`config.mk`:
```
export PLATFORM = sky130hd
export DESIGN_NAME = mips_cpu_bus_master_flat
export DESIGN_NICKNAME = d
export VERILOG_FILES = /design/src/rtl/mips_cpu_bus_pkg.sv /design/src/rtl/mips_cpu_bus_if.sv /design/src/rtl/mips_cpu_bus_lane_steer.sv /design/src/rtl/mips_cpu_bus_master.sv /design/src/flat_wrapper.sv
export SDC_FILE = /design/constraint.sdc
export NUM_CORES = 1
export LEC_CHECK = 0
export CAP_MARGIN = 30
export CELL_PAD_IN_SITES_DETAIL_PLACEMENT = 1
export CELL_PAD_IN_SITES_GLOBAL_PLACEMENT = 1
export CORE_AREA = 2 2 143 145
export DETAILED_ROUTE_END_ITERATION = 10
export DIE_AREA = 0 0 145 147
export HOLD_SLACK_MARGIN = 0.03
export PLACE_DENSITY_LB_ADDON = 0.1
export SYNTH_ARGS = -nofsm -noshare
export SYNTH_HDL_FRONTEND = slang
export SYNTH_SLANG_ARGS = --single-unit
```
`constraint.sdc`:
```
create_clock -name clk -period 2.3 [get_ports clk]
set_input_delay 0.23 -clock clk [delete_from_list [all_inputs] [get_ports clk]]
set_output_delay 0.23 -clock clk [all_outputs]
set_load 0.05 [all_outputs]
```
`src/rtl/mips_cpu_bus_pkg.sv`:
```
`default_nettype none
// ============================================================================
// Module   : mips_cpu_bus_pkg
// Brief    : Shared types, lane masks and request decode helpers for the bus master.
// Revision : 1.0
// ============================================================================
package mips_cpu_bus_pkg;

    typedef enum logic [1:0] {
        SZ_BYTE = 2'b00,
        SZ_HALF = 2'b01,
        SZ_WORD = 2'b10
    } access_size_t;

    typedef enum logic [1:0] {
        IDLE  = 2'b00,
        BUS   = 2'b01,
        RDATA = 2'b10,
        RESP  = 2'b11
    } bus_state_t;

    localparam logic [3:0] LANES_NONE = 4'b0000;
    localparam logic [3:0] LANE_B0    = 4'b0001;
    localparam logic [3:0] LANES_LO   = 4'b0011;
    localparam logic [3:0] LANES_HI   = 4'b1100;
    localparam logic [3:0] LANES_ALL  = 4'b1111;

    // The reserved encoding 2'b11 behaves as a word access.
    function automatic access_size_t decode_size(input logic [1:0] size);
        case (size)
            2'b00:   return SZ_BYTE;
            2'b01:   return SZ_HALF;
            default: return SZ_WORD;
        endcase
    endfunction

    function automatic logic is_misaligned(input access_size_t size, input logic [1:0] off);
        case (size)
            SZ_BYTE: return 1'b0;
            SZ_HALF: return off[0];
            default: return (off != 2'b00);
        endcase
    endfunction

endpackage
`default_nettype wire

```
`src/rtl/mips_cpu_bus_if.sv`:
```
`default_nettype none
// ============================================================================
// Module   : mips_cpu_bus_if
// Brief    : Core request/response channel plus Avalon-style memory port.
// Revision : 1.0
// ============================================================================
interface mips_cpu_bus_if;

    logic        req_valid;
    logic        req_ready;
    logic        req_write;
    logic [1:0]  req_size;
    logic        req_signed;
    logic [31:0] req_addr;
    logic [31:0] req_wdata;
    logic        rsp_valid;
    logic [31:0] rsp_rdata;
    logic        rsp_err;
    logic [31:0] address;
    logic        read;
    logic        write;
    logic [3:0]  byteenable;
    logic [31:0] writedata;
    logic        waitrequest;
    logic [31:0] readdata;

    modport master (
        input  req_valid, req_write, req_size, req_signed, req_addr, req_wdata,
        output req_ready, rsp_valid, rsp_rdata, rsp_err,
        output address, read, write, byteenable, writedata,
        input  waitrequest, readdata
    );

    modport slave (
        output req_valid, req_write, req_size, req_signed, req_addr, req_wdata,
        input  req_ready, rsp_valid, rsp_rdata, rsp_err,
        input  address, read, write, byteenable, writedata,
        output waitrequest, readdata
    );

endinterface
`default_nettype wire

```
`src/rtl/mips_cpu_bus_lane_steer.sv`:
```
`default_nettype none
// ============================================================================
// Module   : mips_cpu_bus_lane_steer
// Brief    : Byte-lane enables, store-data replication and load extract/extend.
// Revision : 1.0
// ============================================================================
module mips_cpu_bus_lane_steer
    import mips_cpu_bus_pkg::*;
(
    input  access_size_t wr_size_i,
    input  logic [1:0]   wr_off_i,
    input  logic [31:0]  wr_data_i,
    output logic [3:0]   be_o,
    output logic [31:0]  wdata_o,
    input  access_size_t rd_size_i,
    input  logic [1:0]   rd_off_i,
    input  logic         rd_signed_i,
    input  logic [31:0]  rd_raw_i,
    output logic [31:0]  rd_data_o
);

    logic [31:0] w_shifted;

    always_comb begin
        be_o    = LANES_ALL;
        wdata_o = wr_data_i;
        case (wr_size_i)
            SZ_BYTE: begin
                be_o    = LANE_B0 << wr_off_i;
                wdata_o = {4{wr_data_i[7:0]}};
            end
            SZ_HALF: begin
                be_o    = wr_off_i[1] ? LANES_HI : LANES_LO;
                wdata_o = {2{wr_data_i[15:0]}};
            end
            default: ;
        endcase
    end

    // Half accesses are only ever at offset 0 or 2, so one byte-granular shift serves both sizes.
    assign w_shifted = rd_raw_i >> {rd_off_i, 3'b000};

    always_comb begin
        rd_data_o = rd_raw_i;
        case (rd_size_i)
            SZ_BYTE: rd_data_o = {{24{rd_signed_i & w_shifted[7]}},  w_shifted[7:0]};
            SZ_HALF: rd_data_o = {{16{rd_signed_i & w_shifted[15]}}, w_shifted[15:0]};
            default: ;
        endcase
    end

endmodule
`default_nettype wire

```
`src/rtl/mips_cpu_bus_master.sv`:
```
`default_nettype none
// ============================================================================
// Module   : mips_cpu_bus_master
// Brief    : Single-outstanding bus initiator between the core and the memory port.
// Revision : 1.0
// ============================================================================
module mips_cpu_bus_master
    import mips_cpu_bus_pkg::*;
#(
    parameter int WAIT_LIMIT = 1024
) (
    input  logic              clk,
    input  logic              reset,
    mips_cpu_bus_if.master    bus
);

    localparam int CW = (WAIT_LIMIT > 1) ? $clog2(WAIT_LIMIT) : 1;

    bus_state_t   state_q;
    logic         read_q;
    logic         write_q;
    logic [3:0]   be_q;
    logic [31:0]  addr_q;
    logic [31:0]  wdata_q;
    logic         rsp_valid_q;
    logic         rsp_err_q;
    logic [31:0]  rsp_rdata_q;
    access_size_t size_q;
    logic [1:0]   off_q;
    logic         signed_q;
    logic         err_q;
    logic [31:0]  rdata_q;
    logic [CW-1:0] wd_cnt_q;

    access_size_t w_size;
    logic         w_misaligned;
    logic [3:0]   w_be;
    logic [31:0]  w_wdata;
    logic [31:0]  w_rd_fmt;
    logic         w_wd_expire;

    assign w_size       = decode_size(bus.req_size);
    assign w_misaligned = is_misaligned(w_size, bus.req_addr[1:0]);
    assign w_wd_expire  = (WAIT_LIMIT != 0) && (wd_cnt_q == CW'(WAIT_LIMIT - 1));

    // Store side steers from the live request at accept; load side uses the latched fields.
    mips_cpu_bus_lane_steer u_lane_steer (
        .wr_size_i   (w_size),
        .wr_off_i    (bus.req_addr[1:0]),
        .wr_data_i   (bus.req_wdata),
        .be_o        (w_be),
        .wdata_o     (w_wdata),
        .rd_size_i   (size_q),
        .rd_off_i    (off_q),
        .rd_signed_i (signed_q),
        .rd_raw_i    (bus.readdata),
        .rd_data_o   (w_rd_fmt)
    );

    always_ff @(posedge clk) begin
        if (reset) begin
            state_q     <= IDLE;
            read_q      <= 1'b0;
            write_q     <= 1'b0;
            be_q        <= LANES_NONE;
            addr_q      <= '0;
            wdata_q     <= '0;
            rsp_valid_q <= 1'b0;
            rsp_err_q   <= 1'b0;
            rsp_rdata_q <= '0;
            size_q      <= SZ_WORD;
            off_q       <= 2'b00;
            signed_q    <= 1'b0;
            err_q       <= 1'b0;
            rdata_q     <= '0;
            wd_cnt_q    <= '0;
        end else begin
            rsp_valid_q <= 1'b0;
            rsp_err_q   <= 1'b0;
            case (state_q)
                IDLE: begin
                    if (bus.req_valid) begin
                        size_q   <= w_size;
                        off_q    <= bus.req_addr[1:0];
                        signed_q <= bus.req_signed;
                        rdata_q  <= '0;
                        wd_cnt_q <= '0;
                        if (w_misaligned) begin
                            err_q   <= 1'b1;
                            state_q <= RESP;
                        end else begin
                            err_q   <= 1'b0;
                            addr_q  <= {bus.req_addr[31:2], 2'b00};
                            be_q    <= w_be;
                            wdata_q <= bus.req_write ? w_wdata : 32'h0;
                            read_q  <= ~bus.req_write;
                            write_q <= bus.req_write;
                            state_q <= BUS;
                        end
                    end
                end
                BUS: begin
                    if (!bus.waitrequest) begin
                        read_q  <= 1'b0;
                        write_q <= 1'b0;
                        state_q <= read_q ? RDATA : RESP;
                    end else if (w_wd_expire) begin
                        read_q  <= 1'b0;
                        write_q <= 1'b0;
                        err_q   <= 1'b1;
                        state_q <= RESP;
                    end else begin
                        wd_cnt_q <= wd_cnt_q + CW'(1);
                    end
                end
                RDATA: begin
                    rdata_q <= w_rd_fmt;
                    state_q <= RESP;
                end
                RESP: begin
                    rsp_valid_q <= 1'b1;
                    rsp_err_q   <= err_q;
                    rsp_rdata_q <= err_q ? 32'h0 : rdata_q;
                    state_q     <= IDLE;
                end
                default: state_q <= IDLE;
            endcase
        end
    end

    assign bus.req_ready  = (state_q == IDLE);
    assign bus.rsp_valid  = rsp_valid_q;
    assign bus.rsp_err    = rsp_err_q;
    assign bus.rsp_rdata  = rsp_rdata_q;
    assign bus.address    = addr_q;
    assign bus.read       = read_q;
    assign bus.write      = write_q;
    assign bus.byteenable = be_q;
    assign bus.writedata  = wdata_q;

endmodule
`default_nettype wire

```
`src/flat_wrapper.sv`:
```
// flat-port wrapper written by rule: the top's interface ports become plain ports
module mips_cpu_bus_master_flat import mips_cpu_bus_pkg::*;
#(
    parameter int WAIT_LIMIT = 1024
)
  (clk, reset, bus_req_valid, bus_req_write, bus_req_size, bus_req_signed, bus_req_addr, bus_req_wdata, bus_req_ready, bus_rsp_valid, bus_rsp_rdata, bus_rsp_err, bus_address, bus_read, bus_write, bus_byteenable, bus_writedata, bus_waitrequest, bus_readdata);
  mips_cpu_bus_if bus_i ();
  input  logic clk;
  input  logic reset;
  input wire logic [$bits(bus_i.req_valid)-1:0] bus_req_valid;
  input wire logic [$bits(bus_i.req_write)-1:0] bus_req_write;
  input wire logic [$bits(bus_i.req_size)-1:0] bus_req_size;
  input wire logic [$bits(bus_i.req_signed)-1:0] bus_req_signed;
  input wire logic [$bits(bus_i.req_addr)-1:0] bus_req_addr;
  input wire logic [$bits(bus_i.req_wdata)-1:0] bus_req_wdata;
  output wire logic [$bits(bus_i.req_ready)-1:0] bus_req_ready;
  output wire logic [$bits(bus_i.rsp_valid)-1:0] bus_rsp_valid;
  output wire logic [$bits(bus_i.rsp_rdata)-1:0] bus_rsp_rdata;
  output wire logic [$bits(bus_i.rsp_err)-1:0] bus_rsp_err;
  output wire logic [$bits(bus_i.address)-1:0] bus_address;
  output wire logic [$bits(bus_i.read)-1:0] bus_read;
  output wire logic [$bits(bus_i.write)-1:0] bus_write;
  output wire logic [$bits(bus_i.byteenable)-1:0] bus_byteenable;
  output wire logic [$bits(bus_i.writedata)-1:0] bus_writedata;
  input wire logic [$bits(bus_i.waitrequest)-1:0] bus_waitrequest;
  input wire logic [$bits(bus_i.readdata)-1:0] bus_readdata;
  assign bus_i.req_valid = bus_req_valid;
  assign bus_i.req_write = bus_req_write;
  assign bus_i.req_size = bus_req_size;
  assign bus_i.req_signed = bus_req_signed;
  assign bus_i.req_addr = bus_req_addr;
  assign bus_i.req_wdata = bus_req_wdata;
  assign bus_req_ready = bus_i.req_ready;
  assign bus_rsp_valid = bus_i.rsp_valid;
  assign bus_rsp_rdata = bus_i.rsp_rdata;
  assign bus_rsp_err = bus_i.rsp_err;
  assign bus_address = bus_i.address;
  assign bus_read = bus_i.read;
  assign bus_write = bus_i.write;
  assign bus_byteenable = bus_i.byteenable;
  assign bus_writedata = bus_i.writedata;
  assign bus_i.waitrequest = bus_waitrequest;
  assign bus_i.readdata = bus_readdata;
  mips_cpu_bus_master #(.WAIT_LIMIT(WAIT_LIMIT)) u_core (.clk(clk), .reset(reset), .bus(bus_i));
endmodule
```
## Yosys cells after proc, flatten, opt, wreduce, memory -nomap -nowiden

Index checks and enable logic that the tools add are counted.

- Input bits: 104
- Logic and storage cells: 85
- Flip-flop bits (word level): 152

- Shift-type cells: 2
- Reduce and logical (&&, ||, !) cells: 15
- Mux-type cells: 34
- $add $sub $neg: 1
- Bitwise operators: 5
- Equality and inequality tests: 13

Operator list:

| cell | number |
|---|---|
| $pmux W32 S2 | 3 |
| $mux W32 | 3 |
| $shr A32 B5 Y16 | 1 |
| $mux W10 | 3 |
| $pmux W10 S2 | 1 |
| $mux W1 | 12 |
| $reduce_and A4 Y1 | 3 |
| $add A10 B1 Y10 const B | 1 |
| $eq A10 B10 Y1 const B | 1 |
| $eq A2 B1 Y1 const B | 4 |
| $logic_not A2 Y1 | 4 |
| $mux W2 | 4 |
| $ne A2 B2 Y1 const B | 4 |
| $pmux W1 S2 | 4 |
| $pmux W2 S4 | 1 |
| $pmux W4 S2 | 1 |
| $reduce_and A2 Y1 | 3 |
| $reduce_bool A2 Y1 | 3 |
| $eq A2 B2 Y1 const B | 2 |
| $mux W4 | 1 |
| $pmux W2 S2 | 1 |
| $shl A1 B2 Y4 const A | 1 |
| $ne A3 B2 Y1 const B | 1 |
| $not A1 Y1 | 3 |
| other kinds (4) | 5 |

## Logic depth before layout (Yosys ltp)

Gate-level depths: netlist (run 1).

- Depth in word-level cells: 7
- Depth in mapped cells: 10
- Gate-level depth less buffers: 6

## Cells and area by module

From an unflattened synthesis (run 1), not the netlist that was laid out.

- Cells, all modules: 866
- Area total of the unflattened synthesis: 6,999.2 um2

Modules (own cells, without submodules):

| module | instances | area each (um2) | cells each |
|---|---|---|---|
| mips_cpu_bus_master | 1 | 5,809.3 | 694 |
| mips_cpu_bus_lane_steer | 1 | 1,189.9 | 172 |

## Least setup slack after synthesis (run 1)

Ideal clock, no wire load.

- Kind: reg2reg
- From: register u_core.state_q[0]
- To: register u_core.wd_cnt_q[7]
- Clock period less this slack: 2.329 ns
- Slack: -0.029 ns
- Data arrival time: 2.269 ns
- Setup time: 0.059 ns
- Data required time: 2.241 ns
- Path buffers: 1
- Stages on the path, launching flop included: 8
- Cells stage by stage: dfxtp_1 inv_1 ha_1 buf_6 nor2b_1 or4_4 or4b_1 nand2_1

- Cells in the longest elaborated chain, start to end: 3
- Elaborated cells between the ends (all ways): 8
- Classes of those cells: eq/ne (4); mux (1); reduce/logical (3)

RTL lines:

| element | RTL line | RTL |
|---|---|---|
| start: declaration | mips_cpu_bus_master.sv:19 | `bus_state_t state_q;` |
| start signal: assignment | mips_cpu_bus_master.sv:106 | `state_q <= read_q ? RDATA : RESP;` |
| $logic_not A2 Y1 (*) | - |  |
| named net bus_req_ready | flat_wrapper.sv:16 | `output wire logic [$bits(bus_i.req_ready)-1:0] bus_req_ready;` |
| $ne A2 B2 Y1 (no source line) / $reduce_bool A2 Y1 (equally long branches) | - |  |
| $reduce_and A4 Y1 (no source line) | - |  |
| end signal: assignment | mips_cpu_bus_master.sv:113 | `wd_cnt_q <= wd_cnt_q + CW'(1);` |
| end: declaration | mips_cpu_bus_master.sv:33 | `logic [CW-1:0] wd_cnt_q;` |

The timed path passes the listed nets; every way through them passes the cells marked *.
A chain may end at the register's enable or synchronous reset.

## Worst setup path after layout (run 1)

- From: register u_core.state_q[0]
- To: register u_core.wd_cnt_q[7]

- Cells in the longest elaborated chain, start to end: 3
- Elaborated cells between the ends (all ways): 8
- Classes of those cells: eq/ne (4); mux (1); reduce/logical (3)

RTL lines:

| element | RTL line | RTL |
|---|---|---|
| $eq A2 B1 Y1 / $logic_not A2 Y1 (equally long branches) | mips_cpu_bus_master.sv:80 | `case (state_q)` |
| $ne A2 B2 Y1 (no source line) / $reduce_bool A2 Y1 (equally long branches) | - |  |
| $reduce_and A4 Y1 (no source line) | - |  |

Parallel ways exist; a longest one is shown, timed or not.

==> flow_summary_export.csv, run 1 <==
group,metric,value,unit
clock_network,cts_setup_buffers,0,
yosys,yosysWarnings,0,
critical_path,rr_startpoint,"u_core.state_q[0]",
clock_network,cts_tree,"yes",
die,start_util,32.47,%
critical_path,crit-reg2reg-capture,"u_core.wd_cnt_q[7]",
pwr,peakVddDrop,543.9,uV
finish,diodes,0,
timing,setup_violations,0,
worst_hold_path,hold_end,"u_core.size_q[1]",
pwr,power.density,894.6,nW/um^2
placement,dp_hpwl,16210,um
timing,maxSlewViolCount,0,
route,antenna_left,0,
pwr,power_leakage,3.410,nW
yosys,syn_inst,764,
critical_path,reg2regPathDepth,6,
critical_path,cp_max_fo,11,
critical_path,critPathCaptureType,"register",
finish,drive_gt1_share,8.161,%
route,drc_errors,0,
critical_path,worstPathArrival,2.53,ns
die,die_area,21320,um^2
clock_network,htree_levels,4,
timing,fin_crit_sh,94.07,%
finish,postLayoutCellArea,9389,um^2
clock_network,cts_root_buf,"clkbuf_16",
finish,instances_no_fill,1238,
yosys,netlist_area,6444,um^2
yosys,ys_seq_elements,152,
critical_path,worstPathCellList,"inv_1 -> ha_2 -> nor2b_1 -> or4_4 -> or4b_1 -> nand2_1",
timing,fin_ws,0.1364,ns
clock_network,clkLatencyLatePin,0.43,ns
timing,slew-limit-headroom,62.10,%
yosys,yosys.area.top_type_share,47.22,%
yosys,synth-main-ff-cell,"dfxtp_1",
worst_hold_path,min_path_cells,3,
timing,rsz0062_at_grt,"false",
placement,pre_cts_slack,0.06258,ns
placement,dp.cells,1206,
yosys,synth-async-reset-ratio,0,%
global_routing,grt_usage,20.97,%
timing,finalHoldViolCount,0,
critical_path,worst-setup-path-type,"reg2reg",
die,io_pins,209,
yosys,netlist_top_cells_count,"152 x dfxtp_1, 113 x nand2_1, 111 x a21oi_1, 50 x nor2_1, 38 x nor2b_1",
global_routing,overflow,0,
critical_path,start_kind,"register",
yosys,synth_cell_types,56,
timing,fmax,0.4622,GHz
yosys,synth_edf_count,0,
global_routing,grt_max_degree,104,
global_routing,grt_pass1_wl,35790,um
clock_network,numCtsBuffers,17,
yosys,syn_avg_cell_area,8.434,um^2
finish,fillers,2311,
route,routed_wl,22400,um
global_routing,antenna_found_initial,0,
timing,max_slew.worst_pin.slew,0.5668,ns
worst_hold_path,min_from,"reset",
critical_path,slowest_stage,"or4_4",
route,vias,6293,
timing,tns,0,ns
route,drtIter0Drc,211,
placement,gp_congestion,0.8810,
die,core,19840,um^2
status,outcome,"finished clean",
clock_network,clkSinkCount,152,
yosys,yosysMostFrequentCell,"dfxtp_1",
die,num_rows,52,
placement,portBuffers,206,
route,avgRoutedWirePerCell,18.09,um
timing,skew,0.009922,ns
finish,syn_to_final_growth,45.71,%
critical_path,worstPathRequired,2.67,ns
yosys,ys_seq_area_share,47.22,%
clock_network,clockBufferDepth,2,
timing,min_period,2.164,ns
placement,dpl_cell_area,8807,um^2
run,cap_violations,0,
global_routing,grt_pass1_vias,6779,
die,die_width,145,um
die,dieHeight,147,um
yosys,yosys.area.top_type,"dfxtp_1",
route,drt_pre_antenna_iters,4,
clock_network,path_clk_slew,0.07,ns
worst_hold_path,hold_path.class,"in2reg",
yosys,synth_area_leaders,"dfxtp_1 47%, a21oi_1 8.6%, nand2_1 6.6%",
route,viasPerCell,5.083,
critical_path,slowest_delay,0.54,ns
finish,final_nets,1064,
critical_path,rrSetupSlack,0.14,ns
[area by class of cell]
cell class / instances / area (um^2) / share of cell area (%)
flip-flops and latches: 152 / 3043 / 32.41
well taps: 270 / 337.8 / 3.598
inverters: 11 / 41.29 / 0.4398
repair buffers: 229 / 2256 / 24.03
clock inverters: 15 / 148.9 / 1.586
multi-input cells: 544 / 3137 / 33.41
clock buffers: 17 / 425.4 / 4.531
[layout by cell type (no fill, tap or decap), types with 3 or more instances in the layout]
| cell type | netlist | layout |
|---|---|---|
| nand3_1 | 24 | 24 |
| a22oi_1 | 23 | 23 |
| mux2i_1 | 20 | 19 |
| nand4_1 | 3 | 3 |
| nor2b_1 | 38 | 37 |
| nor4_1 | 3 | 3 |
| or4_1 | 4 | 4 |
| o211ai_1 | 3 | 3 |
| a22o_1 | 17 | 17 |
| o21ai_0 | 37 | 37 |
| a21oi_1 | 111 | 111 |
| and3_1 | 3 | 3 |
| dfxtp_1 | 152 | 152 |
| inv_6 | 0 | 5 |
| buf_4 | 2 | 22 |
| clkdlybuf4s50_1 | 0 | 204 |
| inv_1 | 11 | 11 |
| ha_1 | 5 | 4 |
| nor2_1 | 50 | 50 |
| o31ai_1 | 5 | 5 |
| clkbuf_16 | 0 | 17 |
| mux2_2 | 8 | 8 |
| o221ai_1 | 7 | 7 |
| nor3_1 | 3 | 3 |
| a21boi_1 | 3 | 3 |
| a311oi_1 | 4 | 4 |
| nand2b_1 | 24 | 24 |
| nand2_1 | 113 | 113 |
| inv_8 | 0 | 5 |
| and2_1 | 3 | 3 |
[per-stage QoR]
stage                     power, W  utilization, %  hold slack, ns
after floorplan           0.004781               -          0.3660
after global placement    0.005643           44.38          0.4363
after detailed placement  0.005718           44.38          0.4489
after CTS                 0.008481           47.27          0.1967
after global routing      0.008821           47.31          0.2125
final                     0.008399           47.31          0.2007
[worst max-delay path: cells and delay by family, from the launching register on]
kind          cells  cell delay, ns
fa+ha+maj         1            0.27
flops             1            0.41
buf+inv           1            0.09
simple gates      4            1.34
[cell families (layout without fill, tap and decap cells)]
logic type / Yosys count / count (layout) / synth area share, %
AOI/OAI and AO/OA: 228 / 228 / 21.44
adders and majority gates: 5 / 5 / 0.9709
buffers and inverters: 69 / 272 / 4.563
DFF: 152 / 152 / 47.22
muxes: 29 / 29 / 4.854
other: 1 / 2 / 0.05820
and+or+nand+nor: 280 / 280 / 20.89
[registers in the layout, indices dropped and copies added (netlist names)]
signal / flops
u_core.bus.rsp_rdata: 32
u_core.bus.writedata: 32
u_core.rdata_q: 32
u_core.bus.address: 30
u_core.wd_cnt_q: 10
u_core.bus.byteenable: 4
u_core.off_q: 2
u_core.size_q: 2
u_core.state_q: 2
u_core.bus.read: 1
u_core.bus.rsp_err: 1
u_core.bus.rsp_valid: 1
u_core.bus.write: 1
u_core.err_q: 1
u_core.signed_q: 1
[per-layer routing]
metal	up-vias	routed length, um	track usage, %
met4	0	364	6.782
met3	26	1696	7.795
met5	-	0	0
met2	180	10730	35.45
li1	3051	-	-
met1	3036	9605	24.75
[worst max-delay path by stage]
stage                      startpoint                        to  slack, ns  cells after the start
floorplan           u_core.state_q[0]        u_core.wd_cnt_q[7]       0.13                      7
global placement        bus_req_valid        u_core.wd_cnt_q[7]       0.19                      5
detailed placement      bus_req_valid  u_core.bus.writedata[12]       0.06                      5
CTS                 u_core.state_q[0]        u_core.rdata_q[29]       0.10                      7
global route        u_core.state_q[0]        u_core.rdata_q[28]      0.004                      6
finish              u_core.state_q[0]        u_core.wd_cnt_q[7]       0.14                      6
[power by group]
group	total [W]	internal (W)	switching, W
clock network	0.00274	0.00145	0.00130
logic	0.00254	0.000908	0.00163
registers	0.00312	0.00291	0.000205
total	0.00840	0.00527	0.00313
[timing repair]
action / CTS / global route
setup endpoints to repair: 1 / 41
hold buffers: 0 / 0
resized for setup: 1 / 2
gates cloned: 0 / 0
(Power assumes the default switching activity.)
==> run 2, diff against run 1 <==
--- a/config.mk
+++ b/config.mk
@@ -5,12 +5,13 @@
 export SDC_FILE = /design/constraint.sdc
 export NUM_CORES = 1
 export LEC_CHECK = 0
+export ABC_AREA = 1
 export CAP_MARGIN = 30
 export CELL_PAD_IN_SITES_DETAIL_PLACEMENT = 1
 export CELL_PAD_IN_SITES_GLOBAL_PLACEMENT = 1
-export CORE_AREA = 2 2 143 145
+export CORE_AREA = 2 2 146 148
 export DETAILED_ROUTE_END_ITERATION = 10
-export DIE_AREA = 0 0 145 147
+export DIE_AREA = 0 0 148 150
 export HOLD_SLACK_MARGIN = 0.03
 export PLACE_DENSITY_LB_ADDON = 0.1
 export SYNTH_ARGS = -nofsm -noshare
==> run 2 against run 1 <==
Net effect:
- non-clock buffer count unchanged
- global-route usage increased by 0.19 points
- area after synthesis increased by 4.5%
- final area increased by 3.0%
- first-iteration DRC count increased by 41%
- count of clock-buffer cells in the layout unchanged
- combinational power increased by 55%
- clock skew about the same
- core utilization decreased by 0.56 points
- synthesized cell count increased by 25%
- via count increased by 11%
- sequential share of layout area decreased by 0.96 points
- critical path type unchanged
- critical endpoint is now u_core.bus.byteenable[1]
- largest power group is now combinational cells
==> flow_summary_export.csv, run 2 <==
group,metric,value,unit
status,outcome,"finished clean",
clock_network,holdBufCountCts,0,
timing,min_period,2.033,ns
critical_path,worstPathRequired,2.65,ns
route,viasPerCell,4.900,
yosys,synth_area_leaders,"dfxtp_1 45%, nand2_1 11%, a21oi_1 8.6%",
pwr,peakVddDrop,618.6,uV
timing,skew,0.009991,ns
worst_hold_path,min_path_cells,3,
yosys,syn_inst,956,
yosys,synth-async-reset-ratio,0,%
timing,fmax,0.4918,GHz
clock_network,cts_root_buf,"clkbuf_16",
global_routing,antenna_found_initial,0,
route,routed_wl,23100,um
finish,layout_common_cells,"204 x clkdlybuf4s50_1, 196 x nand2_1, 152 x dfxtp_1",
yosys,yosys.area.top_type_share,45.17,%
clock_network,numCtsBuffers,17,
timing,slew-limit-headroom,58.89,%
timing,maxSlewViolCount,0,
pwr,seq_power_share,32.5,%
placement,dp_hpwl,16790,um
finish,drive_gt1_share,6.753,%
clock_network,clockBufferDepth,2,
timing,setup_violations,0,
route,vias,7007,
die,core,20690,um^2
yosys,yosys.area.top_type,"dfxtp_1",
timing,max_slew.worst_pin.slew,0.6167,ns
yosys,ys_seq_elements,152,
global_routing,grt_usage,21.16,%
pwr,power.density,1048,nW/um^2
pwr,p_clk_share,28.7,%
critical_path,start_kind,"register",
yosys,syn_avg_cell_area,7.047,um^2
clock_network,post_cts_resized,0,
critical_path,cp_max_fo,49,
route,avgRoutedWirePerCell,16.16,um
critical_path,rr_startpoint,"u_core.state_q[0]",
worst_hold_path,min_from,"reset",
placement,portBuffers,206,
die,die_area,22200,um^2
critical_path,critPathCaptureType,"register",
pwr,sw_frac_of_total,41.19,%
finish,postLayoutCellArea,9674,um^2
critical_path,worstPathArrival,2.38,ns
timing,fin_ws,0.2666,ns
route,drtIter0Drc,297,
timing,tns,0,ns
critical_path,worst-setup-path-type,"reg2reg",
global_routing,grt_pass1_vias,6925,
worst_hold_path,hold_path.class,"in2reg",
finish,final_nets,1251,
clock_network,clkSinkCount,152,
critical_path,slowest_stage,"buf_4",
run,cap_violations,0,
yosys,synth_edf_count,0,
finish,final_common_cell,"clkdlybuf4s50_1",
die,num_rows,53,
pwr,internal-power,0.005965,W
clock_network,cts_setup_buffers,0,
clock_network,path_clk_slew,0.06,ns
yosys,yosysMostFrequentCell,"nand2_1",
yosys,synth_cell_types,34,
yosys,netlist_top_cells_count,"196 x nand2_1, 152 x dfxtp_1, 137 x nor2_1, 116 x a21oi_1, 85 x o21ai_0",
critical_path,worstPathCellList,"inv_1 -> ha_1 -> buf_4 -> nand2_2 -> inv_2 -> nand2_2 -> inv_2 -> buf_4 -> o21ai_0 -> a31oi_1",
global_routing,overflow,0,
critical_path,reg2regPathDepth,10,
die,die_width,148,um
finish,syn_to_final_growth,43.61,%
critical_path,slowest_delay,0.41,ns
yosys,ys_seq_area_share,45.17,%
timing,fin_crit_sh,88.41,%
pwr,p_sw,0.004178,W
yosys,synth-main-ff-cell,"dfxtp_1",
clock_network,htree_levels,4,
timing,rsz0062_at_grt,"false",
die,io_pins,209,
yosys,netlist_area,6736,um^2
critical_path,rrSetupSlack,0.27,ns
critical_path,crit-reg2reg-capture,"u_core.bus.byteenable[1]",
worst_hold_path,hold_end,"u_core.state_q[0]",
finish,diodes,0,
route,drt_pre_antenna_iters,4,
die,dieHeight,150,um
placement,gp_congestion,0.8162,
yosys,yosysWarnings,0,
global_routing,grt_pass1_wl,37360,um
placement,pre_cts_slack,0.2176,ns
clock_network,clkLatencyLatePin,0.43,ns
pwr,power_leakage,3.712,nW
die,start_util,32.56,%
route,antenna_left,0,
route,drc_errors,0,
placement,dpl_cell_area,9069,um^2
clock_network,cts_tree,"yes",
global_routing,grt_max_degree,61,
timing,finalHoldViolCount,0,
pwr,comb_power_share,38.8,%
-- run 2: per-layer routing --
metal | up-vias | share of wire (%) | global-route usage (%)
met2 | 135 | 46 | 33.84
met3 | 19 | 4.8 | 5.030
met5 | - | 0 | 0
met1 | 3317 | 48 | 28.53
met4 | 0 | 1.5 | 5.952
li1 | 3536 | - | -
-- run 2: through the flow --
step                      instances  hold slack [ns]  utilization, %  power, W
after floorplan                 957           0.3907               -  0.005928
after global placement         1398           0.4518           43.83  0.007254
after detailed placement       1398           0.4549           43.83  0.007296
after CTS                      1430           0.2774           46.76   0.01025
after global routing           1430           0.3014           46.76   0.01076
final                          1430           0.2961           46.76   0.01014
-- run 2: final cells by class --
cell class	instances	area, um^2
fillers	2603	11020
multi-input cells	684	3199
flip-flops and latches	152	3043
repair buffers	229	2265
clock buffers	17	425.4
well taps	275	344.1
inverters	58	217.7
clock inverters	15	180.2
-- run 2: worst max-delay path by stage --
| stage | slack [ns] | end | depth (start not counted) | from |
|---|---|---|---|---|
| 4_1_cts | 0.25 | u_core.bus.byteenable[1] | 10 | u_core.state_q[0] |
| 3_5_place_dp | 0.22 | u_core.bus.byteenable[1] | 9 | bus_req_size[1] |
| 5_1_grt | 0.08 | u_core.bus.byteenable[1] | 10 | u_core.state_q[1] |
| 2_1_floorplan | 0.25 | u_core.rdata_q[21] | 9 | u_core.state_q[0] |
| 3_3_place_gp | 0.29 | u_core.bus.byteenable[2] | 9 | bus_req_size[1] |
| 6_report | 0.27 | u_core.bus.byteenable[1] | 10 | u_core.state_q[0] |
-- run 2: power by group through the flow --
stage	Clock, W	Sequential (W)	Combinational (W)
3_3_place_gp	0	0.00334	0.00392
3_5_place_dp	0	0.00335	0.00395
5_1_grt	0.00310	0.00335	0.00430
2_1_floorplan	0	0.00407	0.00185
6_report	0.00291	0.00330	0.00394
4_1_cts	0.00298	0.00330	0.00397
-- run 2: cell families (layout without fill, tap and decap cells) --
family,after synthesis,in the layout,share of synthesized area [%]
and+or+nand+nor,427,427,26.00
AOI/OAI and AO/OA,249,249,20.32
DFF,152,152,45.17
buffers and inverters,121,319,7.392
adders and majority gates,5,5,0.9287
other,1,2,0.05567
xor gates and xnor gates,1,1,0.1300
-- run 2: worst max-delay path: cells and delay by family, from the launching register on --
family	cells	cell delay, ns
buffers and inverters	5	0.87
adders and majority gates	1	0.22
AOI/OAI and AO/OA	2	0.34
and+or+nand+nor	2	0.17
DFF	1	0.36
==> run 3, diff against run 2 <==
--- a/config.mk
+++ b/config.mk
@@ -6,12 +6,13 @@
 export NUM_CORES = 1
 export LEC_CHECK = 0
 export ABC_AREA = 1
-export CAP_MARGIN = 30
+export CAP_MARGIN = 20
 export CELL_PAD_IN_SITES_DETAIL_PLACEMENT = 1
 export CELL_PAD_IN_SITES_GLOBAL_PLACEMENT = 1
 export CORE_AREA = 2 2 146 148
 export DETAILED_ROUTE_END_ITERATION = 10
 export DIE_AREA = 0 0 148 150
+export GPL_TIMING_DRIVEN = 0
 export HOLD_SLACK_MARGIN = 0.03
 export PLACE_DENSITY_LB_ADDON = 0.1
 export SYNTH_ARGS = -nofsm -noshare
==> run 3 against run 2 <==
Net effect:
- sequential power is essentially flat
- critical path type unchanged
- hold slack gained 0.0069 ns
- critical path depth shrank 1
- critical endpoint is now u_core.bus.writedata[13]
- first-iteration DRC count grew 43%
==> flow_summary_export.csv, run 3 (synthesized netlist as in run 2, its figures left out) <==
group,metric,value,unit
finish,final_common_cell,"clkdlybuf4s50_1",
route,drt_pre_antenna_iters,4,
route,vias,7216,
clock_network,numCtsBuffers,17,
finish,final_nets,1289,
finish,drive_gt1_share,6.454,%
timing,setup_violations,0,
critical_path,start_kind,"register",
pwr,comb_power_share,39.7,%
critical_path,slowest_delay,0.36,ns
placement,dp.cells,1436,
die,num_rows,53,
critical_path,critPathCaptureType,"register",
route,routed_wl,24520,um
run,cap_violations,0,
timing,fin_crit_sh,89.45,%
global_routing,overflow,0,
clock_network,cts_setup_buffers,0,
worst_hold_path,hold_path.class,"in2reg",
route,drtIter0Drc,424,
pwr,seq_power_share,33.1,%
timing,skew,0.008656,ns
clock_network,clockBufferDepth,2,
global_routing,grt_pass1_wl,38700,um
finish,instances_no_fill,1468,
die,dieHeight,150,um
clock_network,htree_levels,4,
clock_network,path_clk_slew,0.07,ns
critical_path,worst-setup-path-type,"reg2reg",
pwr,power.density,1027,nW/um^2
critical_path,slowest_stage,"dfxtp_1",
global_routing,grt_pass1_vias,7083,
critical_path,cp_max_fo,10,
critical_path,crit_path_frequent_cell,"nand2_2",
critical_path,worstPathArrival,2.38,ns
pwr,sw_frac_of_total,41.80,%
global_routing,grt_usage,22.34,%
die,io_pins,209,
timing,max_slew.worst_pin.slew,0.6895,ns
pwr,power_leakage,3.715,nW
critical_path,worstPathRequired,2.62,ns
route,antenna_left,0,
timing,slew-limit-headroom,54.03,%
placement,gp_congestion,0.8705,
die,start_util,32.56,%
status,outcome,"finished clean",
die,die_width,148,um
pwr,p_clk_share,27.2,%
finish,layout_common_cells,"203 x clkdlybuf4s50_1, 196 x nand2_1, 152 x dfxtp_1",
timing,maxSlewViolCount,0,
route,viasPerCell,4.916,
finish,fillers,2580,
finish,diodes,0,
pwr,internal-power,0.005796,W
clock_network,holdBufCountCts,0,
finish,syn_to_final_growth,44.00,%
timing,finalHoldViolCount,0,
clock_network,cts_root_buf,"clkbuf_16",
placement,portBuffers,204,
die,core,20690,um^2
global_routing,antenna_found_initial,0,
timing,min_period,2.057,ns
timing,rsz0062_at_grt,"false",
route,drc_errors,0,
pwr,p_sw,0.004164,W
timing,tns,0,ns
critical_path,critical_path_buf_inv_count,4,
placement,dp_hpwl,19130,um
critical_path,path_delay_family,"buffers and inverters",
route,avgRoutedWirePerCell,16.70,um
pwr,peakVddDrop,709.3,uV
clock_network,cts_tree,"yes",
die,die_area,22200,um^2
clock_network,clkSinkCount,152,
clock_network,clkLatencyLatePin,0.43,ns
timing,fmax,0.4860,GHz
critical_path,worstPathCellList,"inv_1 -> ha_2 -> nand2_2 -> inv_2 -> nand2_2 -> inv_4 -> buf_2 -> o21ai_0 -> o211a_1",
global_routing,grt_max_degree,17,
## run 3: metal layers
metal	GRT usage [%]	up-vias	share of wire, %
met5	0	-	0
met1	31.45	3420	48
met2	34.44	146	45
met3	4.695	28	4.8
met4	6.524	0	1.8
li1	-	3622	-
## run 3: final timing paths
| path | from | to | slack (ns) | cells after the start |
|---|---|---|---|---|
| hold / removal | bus_req_size[1] | u_core.bus.writedata[23] | 0.30 | 5 |
| setup reg to reg | u_core.state_q[0] | u_core.bus.writedata[13] | 0.24 | 9 |
| setup / recovery | u_core.state_q[0] | u_core.bus.writedata[13] | 0.24 | 9 |
| hold reg to reg | u_core.bus.writedata[0] | u_core.bus.writedata[0] | 0.46 | 2 |
## run 3: final cells by class
class                           instances  area (um^2)  area share [%]
Tap cell                              275        344.1           3.547
Timing Repair Buffer                  204         2041           21.04
Clock inverter                         15        141.4           1.458
Inverter                               58        220.2           2.270
Clock buffer                           17        425.4           4.385
Sequential cell                       152         3043           31.37
Buffer                                 63        284.0           2.928
Multi-Input combinational cell        684         3202           33.01
## run 3: tightest hold or removal path, stage by stage
cell and delay, ns:
buf_2 0.17, nor2_1 0.12, nor2_1 0.04, o21ai_0 0.06
a21oi_1 0.06
## run 3: per-stage QoR
stage	total power, W	hold slack [ns]	util (%)	setup slack, ns	area (um^2)
2_1_floorplan	0.005928	0.3907	-	0.2529	6740
3_3_place_gp	0.007253	0.4524	44.11	0.04820	9126
3_5_place_dp	0.007309	0.4574	44.11	0.02244	9126
4_1_cts	0.01003	0.2915	46.84	0.001949	9692
5_1_grt	0.01060	0.3549	46.89	0.05421	9701
6_report	0.009960	0.3029	46.89	0.2426	9701
## run 3: power groups by stage
stage	sequential (W)	combinational (W)	clock (W)
finish	0.00330	0.00395	0.00271
global route	0.00334	0.00434	0.00291
CTS	0.00330	0.00397	0.00276
detailed placement	0.00335	0.00396	0
global placement	0.00334	0.00392	0
floorplan	0.00407	0.00185	0
## run 3: timing repair
item | 4_1_cts | 5_1_grt
setup endpoints to repair | 2 | 65
pin swaps | 0 | 0
gates resized for setup | 1 | 5
endpoints found under the hold margin | 0 | 0
gates cloned | 0 | 0
